### src/rtl/input_cond_pkg.sv
// ============================================================================
// Module      : input_cond_pkg
// Description : Shared clog2 helper, default parameter values and counter
//               widths for the input conditioner.
// Revision    : 1.0 - initial release
// ============================================================================
`timescale 1ns/1ps
`default_nettype none

package input_cond_pkg;

    // Ceiling log2 with a floor of 1 so that every counter has at least one bit.
    function automatic int clog2(input int value);
        int result;
        result = 0;
        for (int i = 0; i < 31; i++) begin
            if ((1 << i) < value) begin
                result = i + 1;
            end
        end
        if (result < 1) begin
            result = 1;
        end
        return result;
    endfunction

    localparam int DEF_SAMPLE_COUNT_MAX = 25000;
    localparam int DEF_PULSE_COUNT_MAX  = 200;
    localparam int DEF_LONG_COUNT_MAX   = 2000;
    localparam int DEF_REPEAT_COUNT_MAX = 200;

    localparam int TICK_W = clog2(DEF_SAMPLE_COUNT_MAX);
    localparam int DCNT_W = clog2(DEF_PULSE_COUNT_MAX + 1);
    localparam int HCNT_W = clog2(DEF_LONG_COUNT_MAX + 1);
    localparam int RCNT_W = clog2(DEF_REPEAT_COUNT_MAX + 1);

endpackage

`default_nettype wire

### src/rtl/input_cond_channel.sv
// ============================================================================
// Module      : input_cond_channel
// Description : One conditioned input: synchroniser, symmetric debounce,
//               press/release pulses, long-press and optional auto-repeat
//               (INPUT_COND_AUTOREPEAT_EN).
// Revision    : 1.0 - initial release
// ============================================================================
`timescale 1ns/1ps
`default_nettype none

module input_cond_channel
    import input_cond_pkg::*;
#(
    parameter int SYNC_STAGES      = 2,
    parameter int PULSE_COUNT_MAX  = DEF_PULSE_COUNT_MAX,
    parameter int LONG_COUNT_MAX   = DEF_LONG_COUNT_MAX,
`ifdef INPUT_COND_AUTOREPEAT_EN
    parameter int REPEAT_COUNT_MAX = DEF_REPEAT_COUNT_MAX,
`endif
    parameter bit INVERT           = 1'b0
) (
    input  logic clk,
    input  logic rst_n,
    input  logic tick,
    input  logic pin,
    output logic level,
    output logic press,
    output logic release_pulse,
    output logic long_press,
    output logic repeat_pulse
);

    localparam int C_DCNT_W = clog2(PULSE_COUNT_MAX + 1);
    localparam int C_HCNT_W = clog2(LONG_COUNT_MAX + 1);

    logic [SYNC_STAGES-1:0] r_sync;
    logic                   w_sync;
    logic [C_DCNT_W-1:0]    r_dcnt;
    logic [C_DCNT_W-1:0]    w_dcnt_inc;
    logic                   r_level;
    logic                   r_press;
    logic                   r_release;
    logic                   w_flip;
    logic                   w_fall;
    logic [C_HCNT_W-1:0]    r_hcnt;
    logic [C_HCNT_W-1:0]    w_hcnt_inc;
    logic                   w_hold_done;
    logic                   r_long;

    // Inversion happens ahead of the first flop so idle active-low pins read 0.
    always_ff @(posedge clk) begin
        if (!rst_n) begin
            r_sync <= '0;
        end else begin
            r_sync <= {r_sync[SYNC_STAGES-2:0], pin ^ INVERT};
        end
    end

    assign w_sync     = r_sync[SYNC_STAGES-1];
    assign w_dcnt_inc = r_dcnt + 1'b1;
    assign w_flip     = tick && (w_sync != r_level) &&
                        (w_dcnt_inc == C_DCNT_W'(PULSE_COUNT_MAX));
    assign w_fall     = w_flip && r_level;

    always_ff @(posedge clk) begin
        if (!rst_n) begin
            r_dcnt    <= '0;
            r_level   <= 1'b0;
            r_press   <= 1'b0;
            r_release <= 1'b0;
        end else begin
            r_press   <= 1'b0;
            r_release <= 1'b0;
            if (w_sync == r_level) begin
                r_dcnt <= '0;
            end else if (tick) begin
                if (w_flip) begin
                    r_dcnt    <= '0;
                    r_level   <= ~r_level;
                    r_press   <= ~r_level;
                    r_release <= r_level;
                end else begin
                    r_dcnt <= w_dcnt_inc;
                end
            end
        end
    end

    assign w_hcnt_inc  = r_hcnt + 1'b1;
    assign w_hold_done = (r_hcnt == C_HCNT_W'(LONG_COUNT_MAX));

    // Clearing on the falling tick keeps long_press from landing beside release.
    always_ff @(posedge clk) begin
        if (!rst_n) begin
            r_hcnt <= '0;
            r_long <= 1'b0;
        end else begin
            r_long <= 1'b0;
            if (!r_level || w_fall) begin
                r_hcnt <= '0;
            end else if (tick && !w_hold_done) begin
                r_hcnt <= w_hcnt_inc;
                r_long <= (w_hcnt_inc == C_HCNT_W'(LONG_COUNT_MAX));
            end
        end
    end

`ifdef INPUT_COND_AUTOREPEAT_EN
    localparam int C_RCNT_W = clog2(REPEAT_COUNT_MAX + 1);

    logic [C_RCNT_W-1:0] r_rcnt;
    logic [C_RCNT_W-1:0] w_rcnt_inc;
    logic                r_repeat;

    assign w_rcnt_inc = r_rcnt + 1'b1;

    always_ff @(posedge clk) begin
        if (!rst_n) begin
            r_rcnt   <= '0;
            r_repeat <= 1'b0;
        end else begin
            r_repeat <= 1'b0;
            if (!r_level || w_fall) begin
                r_rcnt <= '0;
            end else if (tick && w_hold_done) begin
                if (w_rcnt_inc == C_RCNT_W'(REPEAT_COUNT_MAX)) begin
                    r_rcnt   <= '0;
                    r_repeat <= 1'b1;
                end else begin
                    r_rcnt <= w_rcnt_inc;
                end
            end
        end
    end

    assign repeat_pulse = r_repeat;
`else
    assign repeat_pulse = 1'b0;
`endif

    assign level         = r_level;
    assign press         = r_press;
    assign release_pulse = r_release;
    assign long_press    = r_long;

endmodule

`default_nettype wire

### src/rtl/input_conditioner.sv
// ============================================================================
// Module      : input_conditioner
// Description : WIDTH-channel button/switch conditioner with a shared sample
//               tick. Auto-repeat is built when INPUT_COND_AUTOREPEAT_EN is
//               defined.
// Revision    : 1.0 - initial release
// ============================================================================
`timescale 1ns/1ps
`default_nettype none

module input_conditioner
    import input_cond_pkg::*;
#(
    parameter int               WIDTH            = 4,
    parameter int               SYNC_STAGES      = 2,
    parameter int               SAMPLE_COUNT_MAX = DEF_SAMPLE_COUNT_MAX,
    parameter int               PULSE_COUNT_MAX  = DEF_PULSE_COUNT_MAX,
    parameter int               LONG_COUNT_MAX   = DEF_LONG_COUNT_MAX,
    parameter int               REPEAT_COUNT_MAX = DEF_REPEAT_COUNT_MAX,
    parameter logic [WIDTH-1:0] INVERT           = '0
) (
    input  logic             clk,
    input  logic             rst_n,
    input  logic [WIDTH-1:0] in,
    output logic [WIDTH-1:0] level,
    output logic [WIDTH-1:0] press,
    output logic [WIDTH-1:0] release_pulse,
    output logic [WIDTH-1:0] long_press,
    output logic [WIDTH-1:0] repeat_pulse
);

    localparam int C_TICK_W = clog2(SAMPLE_COUNT_MAX);

    logic [C_TICK_W-1:0] r_tick_cnt;
    logic                w_tick;

    // A single-cycle sample period leaves the counter parked at 0 with tick held high.
    assign w_tick = (r_tick_cnt == C_TICK_W'(SAMPLE_COUNT_MAX - 1));

    always_ff @(posedge clk) begin
        if (!rst_n) begin
            r_tick_cnt <= '0;
        end else if (w_tick) begin
            r_tick_cnt <= '0;
        end else begin
            r_tick_cnt <= r_tick_cnt + 1'b1;
        end
    end

    for (genvar g = 0; g < WIDTH; g++) begin : g_channel
        input_cond_channel #(
            .SYNC_STAGES      (SYNC_STAGES),
            .PULSE_COUNT_MAX  (PULSE_COUNT_MAX),
            .LONG_COUNT_MAX   (LONG_COUNT_MAX),
`ifdef INPUT_COND_AUTOREPEAT_EN
            .REPEAT_COUNT_MAX (REPEAT_COUNT_MAX),
`endif
            .INVERT           (INVERT[g])
        ) u_channel (
            .clk           (clk),
            .rst_n         (rst_n),
            .tick          (w_tick),
            .pin           (in[g]),
            .level         (level[g]),
            .press         (press[g]),
            .release_pulse (release_pulse[g]),
            .long_press    (long_press[g]),
            .repeat_pulse  (repeat_pulse[g])
        );
    end

endmodule

`default_nettype wire
### config.mk
export PLATFORM = sky130hd
export DESIGN_NAME = input_conditioner
export DESIGN_NICKNAME = d
export VERILOG_FILES = /design/src/rtl/input_cond_pkg.sv /design/src/rtl/input_cond_channel.sv /design/src/rtl/input_conditioner.sv
export SDC_FILE = /design/constraint.sdc
export NUM_CORES = 1
export LEC_CHECK = 0
export ABC_AREA = 1
export ABC_CLOCK_PERIOD_IN_PS = 4310
export CAP_MARGIN = 15
export CORE_UTILIZATION = 50
export CTS_CLUSTER_DIAMETER = 120
export DETAILED_ROUTE_END_ITERATION = 6
export PLACE_DENSITY = 0.78
export SLEW_MARGIN = 30
export SYNTH_ARGS = -nofsm -noshare
export SYNTH_HDL_FRONTEND = slang
export SYNTH_SLANG_ARGS = --single-unit
### constraint.sdc
create_clock -name clk -period 4.31 [get_ports clk]
set_clock_uncertainty 0.1 [all_clocks]
set_input_delay 0.862 -clock clk [delete_from_list [all_inputs] [get_ports clk]]
set_output_delay 0.862 -clock clk [all_outputs]
set_load 0.05 [all_outputs]
---- Word-level counts from Yosys, hierarchy flattened ----
Cells that the tools add are included.
storage, ports and cells
  flip-flop bits (word level) ............. 115
  output and inout port bits .............. 20
  input port bits ......................... 6
  word-level logic and storage cells ...... 130
cells by class
  reduce and logical (&&, ||, !) cells .... 49
  mux-type cells .......................... 4
  bitwise operators ....................... 18
  add/sub/neg operators ................... 9
  eq/ne operators ......................... 21
operators by type and width
  cell                   number
  $eq 11x11->1 const B   8
  $add 11x1->11 const B  4
  $add 8x1->8 const B    4
  $eq 8x8->1 const B     4
  $mux 8                 4
  $not 1->1              18
  $reduce_or 2->1        9
  $logic_and 1x1->1      16
  $reduce_or 4->1        4
  $add 15x1->15 const B  1
  $eq 15x15->1 const B   1
  $reduce_and 3->1       4
  $reduce_or 3->1        4
  $logic_not 1->1        8
  $eq 1x1->1             4
  $logic_or 1x1->1       4
  $ne 1x1->1             4

---- Depth between registers and ports, before layout ----
Gate-level depths: netlist of the first run.
  depth after elaboration ................. 6
  mapped depth ............................ 12
  depth with buffers taken out ............ 12

---- Hierarchy ----
A second synthesis of the first run with hierarchy kept.
unflattened totals
  cell total of the unflattened synthesis .. 949
  area, all modules ....................... 6,414.9 µm²
by module, submodules not included
  module              times used  sequential area each (µm²)  cells each  area an instance (µm²)
  input_cond_channel  4           500.5                       208         1,405.1
  input_conditioner   1           300.3                       117         794.5

---- Worst setup path before layout of the first run ----
No wires, ideal clock.
  path type ............................... input to register
  from .................................... input port rst_n
  to ...................................... register g_channel[0].u_channel.r_level
  slack ................................... 2,646 ps
  stages on the path ...................... 4
  data required time ...................... 4,136 ps
  path buffers ............................ 2
  arrival ................................. 1,490 ps
  cells stage by stage .................... buf_4 > clkbuf_1 > nand2_1 > o21ai_0
RTL lines
  element               line                      text
  start, declared       input_conditioner.sv:23   input logic rst_n,
  end signal, assigned  input_cond_channel.sv:79  r_level <= ~r_level;
  end, declared         input_cond_channel.sv:40  logic r_level;

---- Final worst setup path of the first run ----
  from .................................... register g_channel[1].u_channel.r_level
  to ...................................... output port level[1]
RTL lines
  element                 line                      text
  start, declared         input_cond_channel.sv:40
  start signal, assigned  input_cond_channel.sv:79
  end, declared           input_conditioner.sv:25   output logic [WIDTH-1:0] level,
No word-level cell between the ends.

==> results of run 1 <==
==> logic make-up after synthesis <==
group                    Yosys count  share of synthesized area [%]
AO/OA/AOI/OAI                     94                           7.71
adder cells (fa/ha/maj)           14                           2.73
flip-flops                       115                           35.9
buffers and inverters            178                           12.8
other                              1                         0.0585
AND/OR/NAND/NOR                  529                           35.6
XOR/XNOR                          38                           5.19
==> flip-flops by register name, summed over array words and instances (netlist names) <==
name	count
r_tick_cnt	15
g_channel.u_channel.release_pulse	4
g_channel.u_channel.level	4
g_channel.u_channel.r_dcnt	32
g_channel.u_channel.long_press	4
g_channel.u_channel.press	4
g_channel.u_channel.r_sync	8
g_channel.u_channel.r_hcnt	44
==> cell usage after synthesis, types with 2 or more instances <==
master / instances / area, um2
nand2_1: 241 / 905
nor2_1: 167 / 627
inv_1: 140 / 526
dfxtp_1: 115 / 2300
nand3_1: 59 / 295
o21ai_0: 44 / 220
a21oi_1: 35 / 175
xor2_1: 31 / 272
buf_4: 23 / 173
nand4_1: 15 / 93.8
ha_1: 14 / 175
nor3_1: 11 / 55.1
buf_6: 8 / 90.1
nand3_2: 8 / 80.1
nand3b_1: 7 / 52.6
xnor2_1: 7 / 61.3
nand2_2: 6 / 37.5
buf_2: 4 / 20.0
nor2_2: 4 / 25.0
o21bai_1: 4 / 30.0
o22ai_1: 4 / 25.0
a211oi_1: 3 / 22.5
nor2_4: 3 / 33.8
o21ai_1: 3 / 15.0
inv_2: 2 / 7.51
nand2_4: 2 / 22.5
or2_2: 2 / 12.5
==> power by group through the flow <==
stage | combinational (uW) | sequential [uW] | clock (uW)
3_3_place_gp | 32.6 | 1090 | 0
2_1_floorplan | 26.8 | 1090 | 0
5_1_grt | 37.0 | 1070 | 1520
4_1_cts | 33.4 | 1070 | 1470
6_report | 32.9 | 1070 | 1450
3_5_place_dp | 33.1 | 1100 | 0
==> path summary, 6_finish.rpt <==
kind / startpoint / endpoint / slack [ns]
worst max-delay path: g_channel[1].u_channel.level$_SDFFE_PN0P_ / level[1] / 1.64
worst min-delay path: g_channel[1].u_channel.r_sync[0]$_SDFF_PN0_ / g_channel[1].u_channel.r_sync[1]$_SDFF_PN0_ / 0.32
worst max register to register: r_tick_cnt[0]$_SDFF_PP0_ / g_channel[0].u_channel.r_hcnt[6]$_SDFFE_PP0N_ / 1.90
worst min register to register: g_channel[1].u_channel.r_sync[0]$_SDFF_PN0_ / g_channel[1].u_channel.r_sync[1]$_SDFF_PN0_ / 0.32
==> metal layers <==
| metal | part of all wire [%] | vias up |
|---|---|---|
| met3 | 4.4 | 22 |
| met2 | 46 | 98 |
| met1 | 48 | 2458 |
| met4 | 1.8 | 0 |
| met5 | 0 | - |
| li1 | - | 3018 |
==> area by class of cell <==
| cell class | instances | area (um2) |
|---|---|---|
| clock buffers | 24 | 492 |
| clock inverters | 8 | 124 |
| fillers | 1153 | 5080 |
| inverters | 142 | 533 |
| multi-input cells | 679 | 3300 |
| flip-flops and latches | 115 | 2300 |
| well taps | 168 | 210 |
| repair buffers | 23 | 225 |
==> per-stage QoR <==
stage / power, uW / utilization [%] / instance area, um2 / hold slack [ns] / std cells
finish: 2560 / 58.6 / 7180 / 0.316 / 1159
CTS: 2580 / 58.6 / 7180 / 0.317 / 1159
floorplan: 1120 / - / 6420 / 0.290 / 972
global route: 2630 / 58.6 / 7180 / 0.347 / 1159
detailed placement: 1130 / 53.6 / 6570 / 0.303 / 1127
global placement: 1130 / 53.6 / 6570 / 0.292 / 1127
==> key figures, run 1 <==
Layout
  – Area grow syn2layout: 12.1%
  – Commonest non-fill, non-tap cell in the layout: nand2_1
  – Share of layout cells above drive strength 1: 6.05%
  – Final #Nets: ~1000
  – ANT cells: 0
  – Most frequent cells in the layout: nand2_1, nor2_1, inv_1

Timing
  – Final Cycle Share: 61.9%
  – Final Slew Violations: 0
  – Slew @ Worst Pin: about 0.73 ns
  – Final-report setup violation count: 0
  – Fin worst setup slack: 1.64 ns
  – RSZ-0062 raised after global routing: false
  – Final hold violation count: 0
  – Tmin final: ~2.7 ns
  – Setup TNS: 0 ns
  – Slew margin rel.: 51.2%
  – Max Freq: 375 MHz

Clock network
  – Clk_lat worst skew: 0.42 ns
  – Hold_buf cts: 0
  – CTS H-Tree Depth: 4
  – Clock transition at path regs: 0.06 ns
  – Post CTS Setup Buffer Count: 0
  – # clock sinks: 115
  – CTS resizes: 0
  – CTS Root Cell: clkbuf_16
  – Max Buffers Root-to-Sink: 2
  – CTS tree: built
  – Total CTS buffers: 17

Synth
  – Synth Cell Area: 6410 um2
  – Synth Instances: roughly 970
  – #FFs+latches synth: 115
  – FFs w/ async S/R, synth: 0%
  – Post-Syn Area per Cell: 6.61 um2
  – Post-synth EDFFs: 0
  – Post-synthesis sequential area ratio: 35.9%
  – Synthesis Warnings: 0
  – Main synth FF type: dfxtp_1
  – Synth cell types: 34

Setup path
  – Worst EP required: 3.35 ns
  – Number of cells on the worst reg-to-reg path: 10
  – Worst Setup Start Kind: flip-flop
  – CP Class: reg -> out
  – CP max-delay cell: clkdlybuf4s50_1
  – CP Capture Type: output port
  – Crit path DAT: 1.71 ns
  – Crit-path leading delay family: buffers and inverters
  – Crit-path cells: clkdlybuf4s50_1
  – Worst Path Max Fanout: 4
  – CP Buf/Inv Count: 1
  – Critical Path Max Stage Delay: 0.85 ns
  – Crit. path cell count: 1

Power and ir drop
  – NetSw: 509 uW
  – Power Internal: around 2000 uW
  – Sw frac: roughly a fifth
  – P per Cell Area: around 360 nW/um2
  – Clock power share: 56.7%
  – LEAKAGE: 0.00281 uW
  – Max IR drop VDD: ~0.34 mV
  – Comb power frac: ~1.3%
  – Reg power frac: 42.0%

Global routing
  – GRT busiest layer: met2
  – Met1 usage: between 20% and 30%
  – Largest net degree at the start of global routing: 29
  – Initial antenna violation count: 0
  – Number of global-route vias before repair: 5156
  – First-pass GRT wire length: 21900 um
  – Total GRT Usage: 20.8%
  – Met3 GRT Util: 5.75%
  – GRT Residual Overflow: 0
  – GR Util met2: 34.4%

Route
  – Routed wire length: 12500 um
  – Wire per inst: 10.8 um
  – Drc violations: 0
  – Total via count in the routed design: 5596
  – Drt initial violations: 324
  – TritonRoute pass-1 iters: 5
  – Via/cell ratio: 4.83
  – Antenna Violating Nets Remaining: 0

Floorplanning
  – Chip height: about 120 um
  – Overall die area: 13300 um2
  – I/O pin count: 26
  – Row count: 40
  – Core box area: 12300 um2
  – Die Wd: 115 um
  – Initial core utilization: 52.3%

Placed design
  – Final Wtd Congestion: 0.849
  – PortBufs: 21
  – Pre-CTS setup slack: 1.75 ns
  – HPWL after DPL: approximately 8600 um

Min path
  – Hold Crit Class: reg -> reg
  – Hold path depth: 2

Flow run
  – Max-cap violation count: 0

Status
  – Status: finished clean
(Power assumes the default switching activity.)
==> inputs of run 2 (changes only) <==
Settings changed: ABC_CLOCK_PERIOD_IN_PS 4310 to 2500.
Clock period 4.31 ns to 2.5 ns, I/O delays scaled along.
==> key figures, run 2 (same netlist as run 1, synthesis figures left out) <==
Timing
  – Setup TNS: 0 ns (unchanged)
  – Final Cycle Share: 92.0%
  – Slew @ Worst Pin: 0.557 ns (-0.173 ns)
  – Final Slew Violations: 0 (unchanged)
  – RSZ-0062 raised after global routing: false
  – Final hold violation count: 0 (unchanged)
  – Final hold slack: 0.309 ns (-0.00645 ns)
  – Slew margin rel.: 62.6% (+11 points)
  – Final-report setup violation count: 0 (unchanged)
  – Max Freq: 435 MHz
  – Tmin final: 2.30 ns

Global routing
  – Total GRT Usage: 21.3% (+0.55 points)
  – Largest net degree at the start of global routing: 21 (-28%)
  – First-pass GRT wire length: 22500 um (+2.3%)
  – Number of global-route vias before repair: 5190 (+0.66%)
  – GRT Residual Overflow: 0 (unchanged)
  – Initial antenna violation count: 0 (unchanged)

Setup path
  – CP Buf/Inv Count: 1 (unchanged)
  – Number of cells on the worst reg-to-reg path: 10 (unchanged)
  – CP Class: reg -> out
  – Crit-path cells: clkdlybuf4s50_1
  – R2R Path End: g_channel[0].u_channel.level$_SDFFE_PN0P_
  – Crit path DAT: 1.70 ns (about the same)
  – Worst EP required: 1.90 ns (-1.45 ns)
  – Worst R2R Setup Slack: 0.46 ns (-1.44 ns)
  – Worst Setup Start Kind: flip-flop
  – Crit-path leading delay family: buffers and inverters
  – Critical Path Max Stage Delay: 0.85 ns (about the same)
  – CP Capture Type: output port
  – Worst Path Max Fanout: 4 (unchanged)
  – RR Startpoint: r_tick_cnt[0]$_SDFF_PP0_
  – CP max-delay cell: clkdlybuf4s50_1

Layout
  – Area grow syn2layout: 12.5%
  – Fin area: 7210 um2 (+0.31%)
  – Commonest non-fill, non-tap cell in the layout: nand2_1
  – Share of layout cells above drive strength 1: 6.54% (+0.48 points)
  – Biggest register: g_channel.u_channel.r_hcnt
  – Most frequent cells in the layout: nand2_1, nor2_1, inv_1
  – Biggest regs: g_channel.u_channel.r_hcnt (44), g_channel.u_channel.r_dcnt (32), r_tick_cnt (15)
  – ANT cells: 0 (unchanged)
  – Final #Nets: 1003 (+0.50%)
  – Max FFs per register: 44 (unchanged)

Route
  – Routed wire length: 12700 um (+1.8%)
  – TritonRoute pass-1 iters: 4 (-1)
  – Drc violations: 0 (unchanged)
  – Wire per inst: 10.9 um (+1.5%)
  – Via/cell ratio: 4.86 (+0.72%)
  – Total via count in the routed design: 5651 (+0.98%)
  – Antenna Violating Nets Remaining: 0 (unchanged)
  – Drt initial violations: 297 (-8.3%)

Clock network
  – CTS H-Tree Depth: 4 (unchanged)
  – # clock sinks: 115 (unchanged)
  – CTS Root Cell: clkbuf_16
  – CTS resizes: 0 (unchanged)
  – Post CTS Setup Buffer Count: 0 (unchanged)
  – Clk_lat worst skew: 0.41 ns (about the same)
  – Clock transition at path regs: 0.05 ns (about the same)
  – Total CTS buffers: 17 (unchanged)
  – Max Buffers Root-to-Sink: 2 (unchanged)
  – CTS tree: built
  – Hold_buf cts: 0 (unchanged)

Placed design
  – Final Wtd Congestion: 0.861 (+1.5%)
  – HPWL after DPL: 8970 um (+4.1%)
  – Area after DPL: 6610 um2 (+0.57%)
  – PortBufs: 21 (unchanged)

Min path
  – Hold EP: g_channel[0].u_channel.r_sync[1]$_SDFF_PN0_
  – Hold_sp: g_channel[0].u_channel.r_sync[0]$_SDFF_PN0_
  – Hold Crit Class: reg -> reg
  – Hold path depth: 2 (unchanged)

Flow run
  – Max-cap violation count: 0 (unchanged)

Floorplanning
  – Die Wd: 115 um (unchanged)
  – Chip height: 115 um (unchanged)
  – Row count: 40 (unchanged)
  – Initial core utilization: 52.3% (unchanged)
  – I/O pin count: 26 (unchanged)
  – Core box area: 12300 um2 (unchanged)
  – Overall die area: 13300 um2 (unchanged)

Status
  – Status: finished clean

Power and ir drop
  – LEAKAGE: 0.00283 uW (+0.87%)
  – P per Cell Area: 605 nW/um2 (+70%)
  – Max IR drop VDD: 0.609 mV (+79%)
[run 2: routing by layer]
layer | wire (um) | track usage, %
met4 | 195 | 8.23
met5 | 0 | 0
met3 | 450 | 5.22
met2 | 6010 | 35.7
met1 | 6030 | 26.4
[run 2: worst max-delay path by stage]
| stage | from | end | slack [ns] | cells after the start |
|---|---|---|---|---|
| floorplan | r_tick_cnt[0]$_SDFF_PP0_ | g_channel[0].u_channel.long_press$_SDFF_PP0_ | 0.84 | 11 |
| global placement | rst_n | g_channel[1].u_channel.r_dcnt[1]$_SDFFE_PP0N_ | 0.52 | 6 |
| detailed placement | r_tick_cnt[0]$_SDFF_PP0_ | g_channel[0].u_channel.level$_SDFFE_PN0P_ | 0.45 | 10 |
| CTS | g_channel[1].u_channel.level$_SDFFE_PN0P_ | level[1] | 0.19 | 1 |
| global route | g_channel[1].u_channel.level$_SDFFE_PN0P_ | level[1] | 0.16 | 1 |
| finish | g_channel[1].u_channel.level$_SDFFE_PN0P_ | level[1] | 0.20 | 1 |
[run 2: worst reg2reg max path: stages (launching register included)]
cell	delay (ns)
dfxtp_1	0.35
ha_1	0.19
nand2_1	0.08
nor2_1	0.10
nand2_1	0.09
nor2_4	0.29
nand2_2	0.10
nor2_2	0.13
nand2_2	0.11
nand3_2	0.24
o21ai_0	0.13
[run 2: where the power goes]
group	switching, uW	internal (uW)
registers	4.82	1850
logic	39.7	16.6
clock network	821	1630
total	866	3490
[run 2: layout make-up]
cell class              instances  area (um2)
well taps                     168         210
flip-flops and latches        115        2300
repair buffers                 28         263
inverters                     142         533
fillers                      1163        5050
clock inverters                 9         130
clock buffers                  21         470
multi-input cells             679        3300
[run 2: per-stage QoR]
| stage | setup WS, ns | cells | power, uW | utilization, % |
|---|---|---|---|---|
| after floorplan | 0.842 | 972 | 1930 | - |
| final | 0.201 | 1162 | 4360 | 58.8 |
| after detailed placement | 0.450 | 1132 | 1940 | 53.9 |
| after global routing | 0.164 | 1162 | 4500 | 58.8 |
| after CTS | 0.189 | 1162 | 4400 | 58.8 |
| after global placement | 0.519 | 1132 | 1940 | 53.9 |
